### src/rtl/cpu_ctrl_pkg.sv
// Shared constants for the multicycle CPU control unit: control-state (ROM address)
// map, MIPS opcodes decoded by the dispatch tables, and AddrCtl encodings.
package cpu_ctrl_pkg;

   localparam logic [3:0] S_FETCH     = 4'd0;
   localparam logic [3:0] S_DECODE    = 4'd1;
   localparam logic [3:0] S_MEM_ADDR  = 4'd2;
   localparam logic [3:0] S_LW_READ   = 4'd3;
   localparam logic [3:0] S_LW_WB     = 4'd4;
   localparam logic [3:0] S_SW_WRITE  = 4'd5;
   localparam logic [3:0] S_R_EXEC    = 4'd6;
   localparam logic [3:0] S_R_DONE    = 4'd7;
   localparam logic [3:0] S_BEQ       = 4'd8;
   localparam logic [3:0] S_J         = 4'd9;
   localparam logic [3:0] S_ADDI_EXEC = 4'd10;
   localparam logic [3:0] S_I_WB      = 4'd11;
   localparam logic [3:0] S_BNE       = 4'd12;
   localparam logic [3:0] S_ANDI_EXEC = 4'd13;

   localparam logic [5:0] OP_RTYPE = 6'b000000;
   localparam logic [5:0] OP_LW    = 6'b100011;
   localparam logic [5:0] OP_SW    = 6'b101011;
   localparam logic [5:0] OP_BEQ   = 6'b000100;
   localparam logic [5:0] OP_BNE   = 6'b000101;
   localparam logic [5:0] OP_J     = 6'b000010;
   localparam logic [5:0] OP_ADDI  = 6'b001000;
   localparam logic [5:0] OP_ANDI  = 6'b001100;

   localparam logic [1:0] AC_FETCH = 2'b00;
   localparam logic [1:0] AC_DISP1 = 2'b01;
   localparam logic [1:0] AC_DISP2 = 2'b10;
   localparam logic [1:0] AC_SEQ   = 2'b11;

endpackage

### src/rtl/dispatch_rom.sv
// Opcode-indexed dispatch tables used by the micro-sequencer. Purely combinational;
// a *_valid of 0 marks an opcode the table cannot decode.
module dispatch_rom
   import cpu_ctrl_pkg::*;
(
   input  logic [5:0] i_opcode,
   output logic [3:0] o_disp1_state,
   output logic       o_disp1_valid,
   output logic [3:0] o_disp2_state,
   output logic       o_disp2_valid
);

   // Table 1: decode -> first execution state of each instruction class
   always_comb begin
      o_disp1_state = S_FETCH;
      o_disp1_valid = 1'b1;
      case (i_opcode)
         OP_RTYPE:     o_disp1_state = S_R_EXEC;
         OP_LW, OP_SW: o_disp1_state = S_MEM_ADDR;
         OP_BEQ:       o_disp1_state = S_BEQ;
         OP_BNE:       o_disp1_state = S_BNE;
         OP_J:         o_disp1_state = S_J;
         OP_ADDI:      o_disp1_state = S_ADDI_EXEC;
         OP_ANDI:      o_disp1_state = S_ANDI_EXEC;
         default:      o_disp1_valid = 1'b0;
      endcase
   end

   // Table 2: second-level split (load vs store, andi writeback)
   always_comb begin
      o_disp2_state = S_FETCH;
      o_disp2_valid = 1'b1;
      case (i_opcode)
         OP_LW:   o_disp2_state = S_LW_READ;
         OP_SW:   o_disp2_state = S_SW_WRITE;
         OP_ANDI: o_disp2_state = S_I_WB;
         default: o_disp2_valid = 1'b0;
      endcase
   end

endmodule

### src/rtl/micro_sequencer.sv
// Next-state generator for the microprogrammed control unit: registers the next
// ROM address from AddrCtl/opcode, counts retired instructions, flags bad opcodes.
module micro_sequencer
   import cpu_ctrl_pkg::*;
(
   input  logic        i_clk,
   input  logic        i_reset,
   input  logic [1:0]  i_addr_ctl,
   input  logic [5:0]  i_opcode,
   input  logic        i_stall,
   output logic [3:0]  o_state,
   output logic        o_instr_done,
   output logic        o_illegal_op,
   output logic [15:0] o_retired_count
);

   logic [3:0]  r_state;
   logic        r_instr_done;
   logic        r_illegal_op;
   logic [15:0] r_retired_count;

   logic [3:0]  w_disp1_state;
   logic        w_disp1_valid;
   logic [3:0]  w_disp2_state;
   logic        w_disp2_valid;
   logic [3:0]  w_next_state;
   logic        w_miss;
   logic        w_retire;

   dispatch_rom u_dispatch_rom (
      .i_opcode      (i_opcode),
      .o_disp1_state (w_disp1_state),
      .o_disp1_valid (w_disp1_valid),
      .o_disp2_state (w_disp2_state),
      .o_disp2_valid (w_disp2_valid)
   );

   always_comb begin
      w_next_state = S_FETCH;
      w_miss       = 1'b0;
      case (i_addr_ctl)
         AC_FETCH: w_next_state = S_FETCH;
         AC_DISP1: begin
            if (w_disp1_valid) w_next_state = w_disp1_state;
            else               w_miss       = 1'b1;
         end
         AC_DISP2: begin
            if (w_disp2_valid) w_next_state = w_disp2_state;
            else               w_miss       = 1'b1;
         end
         default:  w_next_state = r_state + 4'd1;
      endcase
   end

   // A dispatch miss also lands in fetch, but it aborts rather than retires
   assign w_retire = (r_state != S_FETCH) && (w_next_state == S_FETCH) && !w_miss;

   always_ff @(posedge i_clk or posedge i_reset) begin
      if (i_reset) begin
         r_state         <= S_FETCH;
         r_instr_done    <= 1'b0;
         r_illegal_op    <= 1'b0;
         r_retired_count <= 16'd0;
      end else if (i_stall) begin
         r_instr_done    <= 1'b0;
      end else begin
         r_state         <= w_next_state;
         r_instr_done    <= w_retire;
         r_illegal_op    <= r_illegal_op | w_miss;
         r_retired_count <= r_retired_count + {15'd0, w_retire};
      end
   end

   assign o_state         = r_state;
   assign o_instr_done    = r_instr_done;
   assign o_illegal_op    = r_illegal_op;
   assign o_retired_count = r_retired_count;

endmodule
### config.mk
export PLATFORM = sky130hd
export DESIGN_NAME = micro_sequencer
export DESIGN_NICKNAME = d
export VERILOG_FILES = /design/src/rtl/cpu_ctrl_pkg.sv /design/src/rtl/dispatch_rom.sv /design/src/rtl/micro_sequencer.sv
export SDC_FILE = /design/constraint.sdc
export NUM_CORES = 1
export LEC_CHECK = 0
export ABC_CLOCK_PERIOD_IN_PS = 5900
export CORE_MARGIN = 2
export CORE_UTILIZATION = 39
export CTS_CLUSTER_SIZE = 25
export DETAILED_ROUTE_END_ITERATION = 12
export PLACE_DENSITY = 0.7
export SYNTH_ARGS = -nofsm -noshare
export SYNTH_HDL_FRONTEND = slang
export SYNTH_HIERARCHICAL = 1
export SYNTH_SLANG_ARGS = --single-unit
### constraint.sdc
create_clock -name i_clk -period 5.9 [get_ports i_clk]
set_clock_uncertainty 0.05 [all_clocks]
set_input_delay 1.18 -clock i_clk [delete_from_list [all_inputs] [get_ports i_clk]]
set_output_delay 1.18 -clock i_clk [all_outputs]
set_load 0.05 [all_outputs]
; Word-level counts from Yosys, hierarchy flattened
; Cells that the tools add are included.
[word_totals]
regBits = 22
input_bits = 11
out_inout_bits = 22
elab_cells = 37
[op_classes]
add_sub_neg = 2
n_eq_ne = 9
n_mux = 11
bitwise = 1
n_reduce_logical = 10
[ops]
columns = op, n
row1 = $pmux 4 s7, 1
row2 = $pmux 4 s3, 2
row3 = $add 16x1->16, 1
row4 = $eq 6x3->1 const B, 2
row5 = $eq 6x4->1 const B, 2
row6 = $eq 6x6->1 const B, 2
row7 = $mux 4, 2
row8 = $reduce_or 8->1, 1
row9 = $eq 6x2->1 const B, 1
row10 = $logic_not 6->1, 1
row11 = $mux 1, 5
row12 = $add 4x1->4 const B, 1
row13 = $logic_not 4->1, 1
row14 = $reduce_bool 4->1, 1
row15 = $reduce_or 3->1, 1
row16 = $eq 2x1->1 const B, 1
row17 = $eq 2x2->1 const B, 1
row18 = $logic_and 1x1->1, 2
row19 = $logic_not 2->1, 1
row20 = $pmux 1 s2, 1
row21 = $reduce_or 2->1, 1
row22 = $logic_not 1->1, 1
row23 = $or 1x1->1, 1

; Longest topological paths before layout
[depth]
word_depth = 9
mapped_depth = 14
ltp_nobuf = 13

; Modules after synthesis
; Netlist, hierarchy kept.
[by_module_without_submodules]
columns = module, instances, cells_each, area_per_inst_um2, seq_area_each_um2
row1 = micro_sequencer, 1, 106, 1206.2, 550.5
row2 = dispatch_rom, 1, 31, 224.0, 0.0

; Least setup slack after synthesis
; No wires, ideal clock.
[synth_path]
path_kind = input to register
start = in i_opcode[1]
end = reg r_retired_count[12], in the netlist o_retired_count[12]
setup_ps = 141
arrival_ps = 3460
required_time_ps = 5709
setup_slack_ps = 2249
cell_stages = 13
path_buffers = 1
path_cell_list = buf_6 or4_4 a21oi_1 nand2b_1 a21o_1 nand2_1 nor3_2 ha_1 ha_1 nand2_1 nor2_2 nand4_1 xnor2_1
[synth_via]
elab_chain_cells = 9
word_cells_on_any_way = 26
classes_between = 1 x add/sub / 7 x eq/ne / 10 x mux / 8 x reduce/logical
[synth_rtl]
columns = item, line_no
row1 = from (decl), micro_sequencer.sv:9  ; input logic [5:0] i_opcode,
row2 = $eq 6x6->1 / $eq 6x4->1 (equally long branches), dispatch_rom.sv:33  ; case (i_opcode)
row3 = $reduce_or 3->1 (no source line) *, -
row4 = $mux 1 *, dispatch_rom.sv:33
row5 = named net w_disp2_valid, micro_sequencer.sv:25  ; logic w_disp2_valid;
row6 = $mux 4, micro_sequencer.sv:48  ; if (w_disp2_valid) w_next_state = w_disp2_state;
row7 = $pmux 4 s3, micro_sequencer.sv:41  ; case (i_addr_ctl)
row8 = $logic_not 4->1, micro_sequencer.sv:56  ; assign w_retire = (r_state != S_FETCH) && (w_next_state == S_FETCH) && !w_miss;
row9 = $logic_and 1x1->1, micro_sequencer.sv:56
row10 = $logic_and 1x1->1 *, micro_sequencer.sv:56
row11 = $add 16x1->16 *, micro_sequencer.sv:70  ; r_retired_count <= r_retired_count + {15'd0, w_retire};
row12 = to (signal assigned), micro_sequencer.sv:70
row13 = to (decl), micro_sequencer.sv:20  ; logic [15:0] r_retired_count;
; The timed path passes the listed nets; every way through them passes the cells marked *.
; A chain may end at the register's enable or synchronous reset.

; Worst setup path in the final report
[layout_path]
start = in i_opcode[1]
end = reg r_retired_count[8], in the netlist o_retired_count[8]
; Same word-level chain as after synthesis.

==> out/metrics.yaml <==
placement:
  gp_congestion: 0.8992
  post-place-cells: 210
  port_buffers: 32
  place_area_sq_um: 1758
  hpwl_microns: 2116
route:
  wirelength_microns: 2643
  ant_nets: 0
  viasPerCell: 5.084
  drt-wirelength-per-cell_microns: 12.35
  remaining_drc_errors: 0
  first_pass_iters: 4
  vias: 1088
  drt_iter0_drc: 62
timing:
  slew_violations: 0
  rsz0062_at_grt: "no"
  finalCritPeriodShare: 0.6806
  hold_viol: 0
  slew_headroom: 0.4605
  tightestPinTransition_ps: 808.3
  fin_setup_tns_ps: 0
  maxClockFrequency_mhz: 249.0
  fin_crit_ps: 4016
  setup_viol: 0
logic_synthesis:
  yosysSeqAreaShare: 0.3850
  async_flop_share: 1.000
  synth-edff-count: 0
  syn_nets: 155
  synth.most_common_cell: "dfrtp_1"
  yosysWarnings: 6
  synth_cell_type_count: 49
  synthTopCellsByCount: "dfrtp_1, xnor2_1, nand2_1"
  synth_seq_cells: 22
  synth_ff_type: "dfrtp_1"
  netlist_top_cells_area: "dfrtp_1, xnor2_1, ha_1, nand2_1, nand4b_1"
  synthCells: 137
  syn_area_per_cell_sq_um: 10.44
  netlist_area_sq_um: 1430
  synth_top_area_frac: 0.3850
  yosysTopAreaCell: "dfrtp_1"
final_layout:
  diodes: 0
  nets: 187
  post_route_cells_drive_above_1_share: 0.1250
  syn_to_final_growth_pct: 25.46
  fin_area_sq_um: 1794
  instances_no_fill: 214
cts:
  holdBufCountCts: 0
  insertion_delay_ps: 300
  post_cts_buffers: 0
  clk_pin_slew_ps: 120
  ctsResizeCount: 0
  htree_num_levels: 1
  cts.sinks: 22
  cts_made_buffers: 3
  cts-root-buf: "clkbuf_4"
  cts_tree: "built"
  clock_path_buffers: 2
outcome:
  status: "completed"
job:
  cap_violations: 0
setup_path:
  crit_type: "input pin to flip-flop"
  crit_path_end_kind: "flip-flop"
  startpoint_type: "input pin"
  crit_fanout: 11
  critical_path_arrival_ps: 4200
  worstPathRequired_ps: 6080
global_route:
  grt_pass1_vias: 1018
  gr-total-overflow: 0
  antenna_found_initial: 0
  grt_max_degree: 23
  grt_usage: 0.1374
  grt_pass1_wl_microns: 4547
die:
  rows: 21
  chipWidth_microns: 64.56
  die_area_sq_um: 4167
  dieHeight_microns: 64.56
  start_util: 0.4187
  core_sq_um: 3416
  ios: 33
pwr:
  ir_drop_mv: 0.08849
  power_leakage_nw: 0.7668
  p_per_area_nw_per_um2: 232.0
min_path:
  hold_path_class: "flip-flop to flip-flop"
cells in the final DEF (no fill, tap or decap), types with 3 or more instances in the layout:
cell type and count:
clkdlybuf4s50_1 32, dfrtp_1 22, xnor2_1 12, nand2_1 10
inv_1 7, ha_1 7, nand3_1 6, nand4b_1 4
nand2b_1 4, xor2_1 4, a21oi_1 4, and3_1 3
mux2i_1 3, mux2_2 3, nor2_1 3, clkbuf_4 3
o21a_1 3
area by class of cell:
class / count / area (sq um)
clock buffer: 4 / 36.28
fill: 320 / 1622
inverter: 7 / 26.28
multi-input combinational: 103 / 803.3
sequential: 22 / 550.5
tap: 46 / 57.56
timing repair buffer: 32 / 320.3
final timing paths:
check / start / endpoint / slack, ps / cells after the start
worst min register to register: o_retired_count[15] / o_retired_count[15] / 430 / 1
min in group asynchronous: i_reset / o_retired_count[12] / 1270 / 2
worst max register to register: o_state[0] / o_retired_count[8] / 3280 / 11
worst max-delay path: i_opcode[1] / o_retired_count[8] / 1880 / 13
worst min-delay path: o_retired_count[15] / o_retired_count[15] / 430 / 1
max in group asynchronous: i_reset / o_retired_count[4] / 4030 / 2
state kept, by name (all words and copies together), names as in the netlist:
| register | cells |
|---|---|
| o_state | 4 |
| o_instr_done | 1 |
| o_illegal_op | 1 |
| o_retired_count | 16 |
critical path, cell delays in order:
cell and delay, ps:
clkdlybuf4s50_1 560, or4_4 600, a21oi_1 300, nand2b_1 160
a21o_1 130, nand2_1 90, nor3_2 160, ha_1 200
ha_1 200, nand2_1 70, nor2_2 200, and3_1 210
xor2_1 140
cells by family after synthesis:
logic type,after synthesis,share of synthesized area
buf+inv,12,0.05337
compound gates,18,0.1024
mux,6,0.04462
flops,22,0.3850
xor+xnor,16,0.09798
simple gates,56,0.2555
fa+ha+maj,7,0.06124
layer usage:
layer / up-vias / routed length [microns] / part of all wire / GRT usage
met5: - / 0 / 0 / 0
met4: 0 / 46 / 0.017 / 0.05585
met3: 4 / 91 / 0.034 / 0.02083
met2: 24 / 1265 / 0.48 / 0.2266
met1: 510 / 1240 / 0.47 / 0.1804
li1: 550 / - / - / -
per-stage QoR:
| step | hold slack [ps] | setup WS, ps | total power, mW | util |
|---|---|---|---|---|
| finish | 425.5 | 1884 | 0.4162 | 0.5253 |
| global placement | 409.5 | 1649 | 0.3378 | 0.5147 |
| detailed placement | 414.3 | 1579 | 0.3404 | 0.5147 |
| CTS | 434.9 | 1906 | 0.4219 | 0.5253 |
| global route | 457.2 | 1616 | 0.4415 | 0.5253 |
| floorplan | 736.0 | 2250 | 0.2883 | - |
power breakdown:
part	internal (mW)	switching [mW]
registers	0.166	0.0182
logic	0.0582	0.0925
clock network	0.0376	0.0433
total	0.262	0.154
Power figures use the tool's default switching activity.
